--- src/rtl/branch_predictor_if.sv ---
// Pipeline-side signal bundle for branch_predictor: ID prediction request, EX resolution and flush/debug outputs.
// master = pipeline driving requests, slave = predictor.
interface branch_predictor_if;
  logic        stall_in;
  logic        id_branch_in;
  logic        predict_taken_out;
  logic        ex_branch_in;
  logic        ex_taken_in;
  logic        flush_out;
  logic        redirect_taken_out;
  logic [1:0]  state_out;
  logic [15:0] branch_cnt_out;
  logic [15:0] miss_cnt_out;

  modport master (
    output stall_in, id_branch_in, ex_branch_in, ex_taken_in,
    input  predict_taken_out, flush_out, redirect_taken_out,
    input  state_out, branch_cnt_out, miss_cnt_out
  );

  modport slave (
    input  stall_in, id_branch_in, ex_branch_in, ex_taken_in,
    output predict_taken_out, flush_out, redirect_taken_out,
    output state_out, branch_cnt_out, miss_cnt_out
  );
endinterface

--- src/rtl/branch_predictor.sv ---
// Single 2-bit saturating-counter branch predictor with a one-entry pending record tracking the branch in EX.
// Optional statistics counters are enabled by defining BRANCH_PREDICTOR_STATS_EN.
module branch_predictor (
  input  logic                 clk_i,
  input  logic                 rst_i,
  branch_predictor_if.slave    bp
);

  typedef enum logic [1:0] {
    SNT = 2'b00,
    WNT = 2'b01,
    WT  = 2'b10,
    ST  = 2'b11
  } ctr_e;

  ctr_e state_q, state_d;
  logic pend_valid_q, pend_valid_d;
  logic pend_pred_q, pend_pred_d;

  logic predict_taken;
  logic resolve;
  logic flush;

  // Resolve is masked while reset is held so an in-flight record can never flush.
  always_comb begin
    predict_taken = bp.id_branch_in & state_q[1];
    resolve       = bp.ex_branch_in & pend_valid_q & rst_i;
    flush         = resolve & (pend_pred_q != bp.ex_taken_in);
  end

  always_comb begin
    state_d = state_q;
    if (resolve) begin
      if (bp.ex_taken_in) begin
        unique case (state_q)
          SNT:     state_d = WNT;
          WNT:     state_d = WT;
          WT:      state_d = ST;
          default: state_d = ST;
        endcase
      end else begin
        unique case (state_q)
          ST:      state_d = WT;
          WT:      state_d = WNT;
          WNT:     state_d = SNT;
          default: state_d = SNT;
        endcase
      end
    end
  end

  // A branch in ID during a flush is wrong-path; during a stall EX gets a bubble.
  always_comb begin
    pend_valid_d = 1'b0;
    pend_pred_d  = pend_pred_q;
    if (flush || bp.stall_in) begin
      pend_valid_d = 1'b0;
    end else if (bp.id_branch_in) begin
      pend_valid_d = 1'b1;
      pend_pred_d  = predict_taken;
    end
  end

  always_ff @(posedge clk_i) begin
    if (!rst_i) begin
      state_q      <= ST;
      pend_valid_q <= 1'b0;
      pend_pred_q  <= 1'b0;
    end else begin
      state_q      <= state_d;
      pend_valid_q <= pend_valid_d;
      pend_pred_q  <= pend_pred_d;
    end
  end

  assign bp.predict_taken_out  = predict_taken;
  assign bp.flush_out          = flush;
  assign bp.redirect_taken_out = flush & bp.ex_taken_in;
  assign bp.state_out          = state_q;

`ifdef BRANCH_PREDICTOR_STATS_EN
  logic [15:0] branch_cnt_q, branch_cnt_d;
  logic [15:0] miss_cnt_q, miss_cnt_d;

  always_comb begin
    branch_cnt_d = branch_cnt_q;
    miss_cnt_d   = miss_cnt_q;
    if (resolve && (branch_cnt_q != 16'hFFFF)) begin
      branch_cnt_d = branch_cnt_q + 16'd1;
    end
    if (flush && (miss_cnt_q != 16'hFFFF)) begin
      miss_cnt_d = miss_cnt_q + 16'd1;
    end
  end

  always_ff @(posedge clk_i) begin
    if (!rst_i) begin
      branch_cnt_q <= 16'h0000;
      miss_cnt_q   <= 16'h0000;
    end else begin
      branch_cnt_q <= branch_cnt_d;
      miss_cnt_q   <= miss_cnt_d;
    end
  end

  assign bp.branch_cnt_out = branch_cnt_q;
  assign bp.miss_cnt_out   = miss_cnt_q;
`else
  assign bp.branch_cnt_out = 16'h0000;
  assign bp.miss_cnt_out   = 16'h0000;
`endif

endmodule

--- src/flat_wrapper.sv ---
// flat-port wrapper written by rule: the top's interface ports become plain ports
module branch_predictor_flat 
  (clk_i, rst_i, bp_stall_in, bp_id_branch_in, bp_ex_branch_in, bp_ex_taken_in, bp_predict_taken_out, bp_flush_out, bp_redirect_taken_out, bp_state_out, bp_branch_cnt_out, bp_miss_cnt_out);
  branch_predictor_if bp_i ();
  input  logic clk_i;
  input  logic rst_i;
  input wire logic [$bits(bp_i.stall_in)-1:0] bp_stall_in;
  input wire logic [$bits(bp_i.id_branch_in)-1:0] bp_id_branch_in;
  input wire logic [$bits(bp_i.ex_branch_in)-1:0] bp_ex_branch_in;
  input wire logic [$bits(bp_i.ex_taken_in)-1:0] bp_ex_taken_in;
  output wire logic [$bits(bp_i.predict_taken_out)-1:0] bp_predict_taken_out;
  output wire logic [$bits(bp_i.flush_out)-1:0] bp_flush_out;
  output wire logic [$bits(bp_i.redirect_taken_out)-1:0] bp_redirect_taken_out;
  output wire logic [$bits(bp_i.state_out)-1:0] bp_state_out;
  output wire logic [$bits(bp_i.branch_cnt_out)-1:0] bp_branch_cnt_out;
  output wire logic [$bits(bp_i.miss_cnt_out)-1:0] bp_miss_cnt_out;
  assign bp_i.stall_in = bp_stall_in;
  assign bp_i.id_branch_in = bp_id_branch_in;
  assign bp_i.ex_branch_in = bp_ex_branch_in;
  assign bp_i.ex_taken_in = bp_ex_taken_in;
  assign bp_predict_taken_out = bp_i.predict_taken_out;
  assign bp_flush_out = bp_i.flush_out;
  assign bp_redirect_taken_out = bp_i.redirect_taken_out;
  assign bp_state_out = bp_i.state_out;
  assign bp_branch_cnt_out = bp_i.branch_cnt_out;
  assign bp_miss_cnt_out = bp_i.miss_cnt_out;
  branch_predictor u_core (.clk_i(clk_i), .rst_i(rst_i), .bp(bp_i));
endmodule
--- config.mk ---
export PLATFORM = sky130hd
export DESIGN_NAME = branch_predictor_flat
export DESIGN_NICKNAME = d
export VERILOG_FILES = /design/src/rtl/branch_predictor_if.sv /design/src/rtl/branch_predictor.sv /design/src/flat_wrapper.sv
export SDC_FILE = /design/constraint.sdc
export NUM_CORES = 1
export LEC_CHECK = 0
export ABC_CLOCK_PERIOD_IN_PS = 1400
export CORE_UTILIZATION = 32
export CTS_CLUSTER_SIZE = 25
export DETAILED_ROUTE_END_ITERATION = 7
export MAX_ROUTING_LAYER = met4
export PLACE_DENSITY = 0.84
export SYNTH_ARGS = -nofsm -noshare
export SYNTH_HDL_FRONTEND = slang
export SYNTH_SLANG_ARGS = --single-unit
--- constraint.sdc ---
create_clock -name clk_i -period 1.4 [get_ports clk_i]
set_input_delay 0.28 -clock clk_i [delete_from_list [all_inputs] [get_ports clk_i]]
set_output_delay 0.28 -clock clk_i [all_outputs]
set_load 0.005 [all_outputs]
==> out/qor.csv <==
metric,value,unit
outcome,completed,
Sequential Power Share,0.366,
CP peak stage delay,0.41,ns
initial antenna violation count,0,
register area share after synthesis,0.1739,
Post-Route Utilization,0.4169,
routed via count,375,
Reg2Reg Launch Point,u_core.bp.state_out[1],
Routed WL,884,microns
switching share of power,0.2666,
# diodes,0,
reg-to-reg endpoint,u_core.bp.state_out[0],
Clk network pwr share,0.396,
"CTS clk-pin slew, worst paths",0.03,ns
Worst Skew,0.003440,ns
PD cells,629.8,nW/um^2
worst vdd ir,306.7,uV
Hold Path End,u_core.bp.state_out[1],
Final Max Tran Viols,0,
Max Freq,723.9,MHz
WHS,0.4429,ns
pin count of the biggest net entering global routing,7,
Max-cap violations,0,
Final min period,1.381,ns
setup TNS,0,ns
YS warnings,0,
final count of hold timing violations,0,
total CTS buffers,3,
CTS Sinks,4,
CTS root buf,clkbuf_4,
remaining antenna violation count,0,
"commonest non-fill, non-tap cell in the layout",conb_1,
CP required,1.12,ns
core area,1318,sq um
static leakage,0.2989,nW
die width,39.93,microns
most frequent cells in the layout,"conb_1 (32), buf_4 (7), dlygate4sd2_1 (4), dfxtp_2 (4)",
Top Ports,43,
Comb power frac,0.238,
post-cts hold buffer count,0,
hpwl dp,642.4,microns
# DRC,0,
Psw,0.00009221,W
Final setup viols,0,
WL/cell,9.404,microns
Final nets,87,
fin crit share,0.9867,
Hold Crit Start,rst_i,
CP max-delay cell,clkdlybuf4s50_1,
fillers,153,
layout cell share with drive strength beyond 1,0.2785,
initial core utilization,0.3495,
area added between synthesis and finish,19.29,%
port bufs,10,
crit path max fanout,2,
WHS Path Cells,3,
DR vias/cell,3.989,
Final Instance Area,549.3,sq um
Synth cell types,19,
clk buf depth,2,
Hold WC Path Type,in2reg,
register bit total from synthesis,4,
syn avg cell area,7.674,sq um
synthesized area,460.4,sq um
worst r2r path cells,4,
Row Count,13,
first-pass GRT wire length,1.214,mm
# H-tree levels,1,
CP cell instances,"clkdlybuf4s50_1, and2_1, dlygate4sd2_1",
Placed Area,508.0,sq um
Crit path max-delay family,buffers and inverters,
worst path arrival time,1.10,ns
global route overflow,0,
flop-to-flop setup slack,0.29,ns
Total GRT Usage,0.1210,
Die H,39.93,microns
CTS tree,done,
CP bufs+invs,2,
die area,1594,sq um
RD Place Congestion,0.7242,
postcts setup bufs,0,
vias in the first global route,325,
initial DRC count,4,
Skew-Pair Late Insertion Delay,0.23,ns
First-pass DRT Iterations,2,
Internal,0.0002537,W
CP endpoint kind,output port,
startpoint types,input port,
Post-Syn Instances,60,
kind of critical path,in2out,
## logic make-up after synthesis
logic type	Yosys count	synth area share
AO/OA/AOI/OAI	7	0.1168
XOR/XNOR	1	0.01903
buffers and inverters	34	0.5380
flip-flops	4	0.1739
other	1	0.008144
AND/OR/NAND/NOR	13	0.1440
## per-stage QoR
step / total power, W / std cells / setup WS, ns
after global placement: 0.0002004 / 91 / -0.5127
after detailed placement: 0.0002033 / 91 / -0.5183
after global routing: 0.0003716 / 94 / -0.005263
after CTS: 0.0003506 / 94 / -0.08249
after floorplan: 0.0002241 / 91 / 0.4476
final: 0.0003459 / 94 / 0.01866
## layer usage
| metal | global-route usage | up-vias | share of wire |
|---|---|---|---|
| met5 | - | - | 0 |
| met4 | 0.1466 | 0 | 0.021 |
| met3 | 0.02778 | 3 | 0.068 |
| met2 | 0.2218 | 27 | 0.61 |
| met1 | 0.08361 | 172 | 0.30 |
| li1 | - | 173 | - |
## flip-flops by register name, summed over array words and instances, names as in the netlist
register             cells
u_core.bp.state_out      2
u_core.pend_pred_q       1
u_core.pend_valid_q      1
## cell usage after synthesis (all sizes together)
cell / instances / area [sq um]
xnor2: 1 / 8.760
o21ai: 1 / 5.000
nor2: 3 / 11.26
nand3: 1 / 5.000
o211a: 1 / 10.01
inv: 2 / 7.510
nor2b: 1 / 6.260
conb: 1 / 3.750
o2111ai: 1 / 8.760
dfxtp: 4 / 80.08
buf: 32 / 240.2
o311ai: 2 / 17.52
nand2: 2 / 7.510
a21oi: 1 / 5.000
and2: 3 / 20.02
nor3: 2 / 10.01
o31ai: 1 / 7.510
nand4: 1 / 6.260
## power groups by stage
stage	clock, W	sequential [W]	combinational, W
after global placement	0	0.000125	0.0000758
after CTS	0.000147	0.000125	0.0000785
after global routing	0.000151	0.000127	0.0000942
after floorplan	0	0.000124	0.000100
final	0.000137	0.000127	0.0000822
after detailed placement	0	0.000126	0.0000778
## worst max-delay path by stage
stage | end | startpoint | slack (ns) | cells after the start
finish | bp_predict_taken_out | bp_id_branch_in | 0.02 | 3
CTS | bp_redirect_taken_out | rst_i | -0.08 | 4
global route | bp_redirect_taken_out | u_core.pend_valid_q | -0.005 | 4
detailed placement | bp_redirect_taken_out | bp_ex_branch_in | -0.52 | 5
global placement | bp_redirect_taken_out | bp_ex_branch_in | -0.51 | 5
floorplan | bp_redirect_taken_out | u_core.pend_valid_q | 0.45 | 3
## worst register-to-register path, delay by kind of cell (launching register included)
family,cells,cell delay [ns]
buffers and inverters,1,0.14
flip-flops,1,0.33
AO/OA/AOI/OAI,2,0.33
AND/OR/NAND/NOR,1,0.16
## final cells by class
| class | instances | area (sq um) | share of cell area |
|---|---|---|---|
| Tap cell | 15 | 18.77 | 0.03417 |
| Timing Repair Buffer | 17 | 146.4 | 0.2665 |
| Inverter | 2 | 7.507 | 0.01367 |
| Clock buffer | 3 | 22.52 | 0.04100 |
| Multi-Input combinational cell | 53 | 269.0 | 0.4897 |
| Sequential cell | 4 | 85.08 | 0.1549 |
## timing repair
item	CTS	global route
gates resized for setup	13	7
pin swaps	0	1
setup endpoints to repair	5	2
Power figures use the tool's default switching activity.
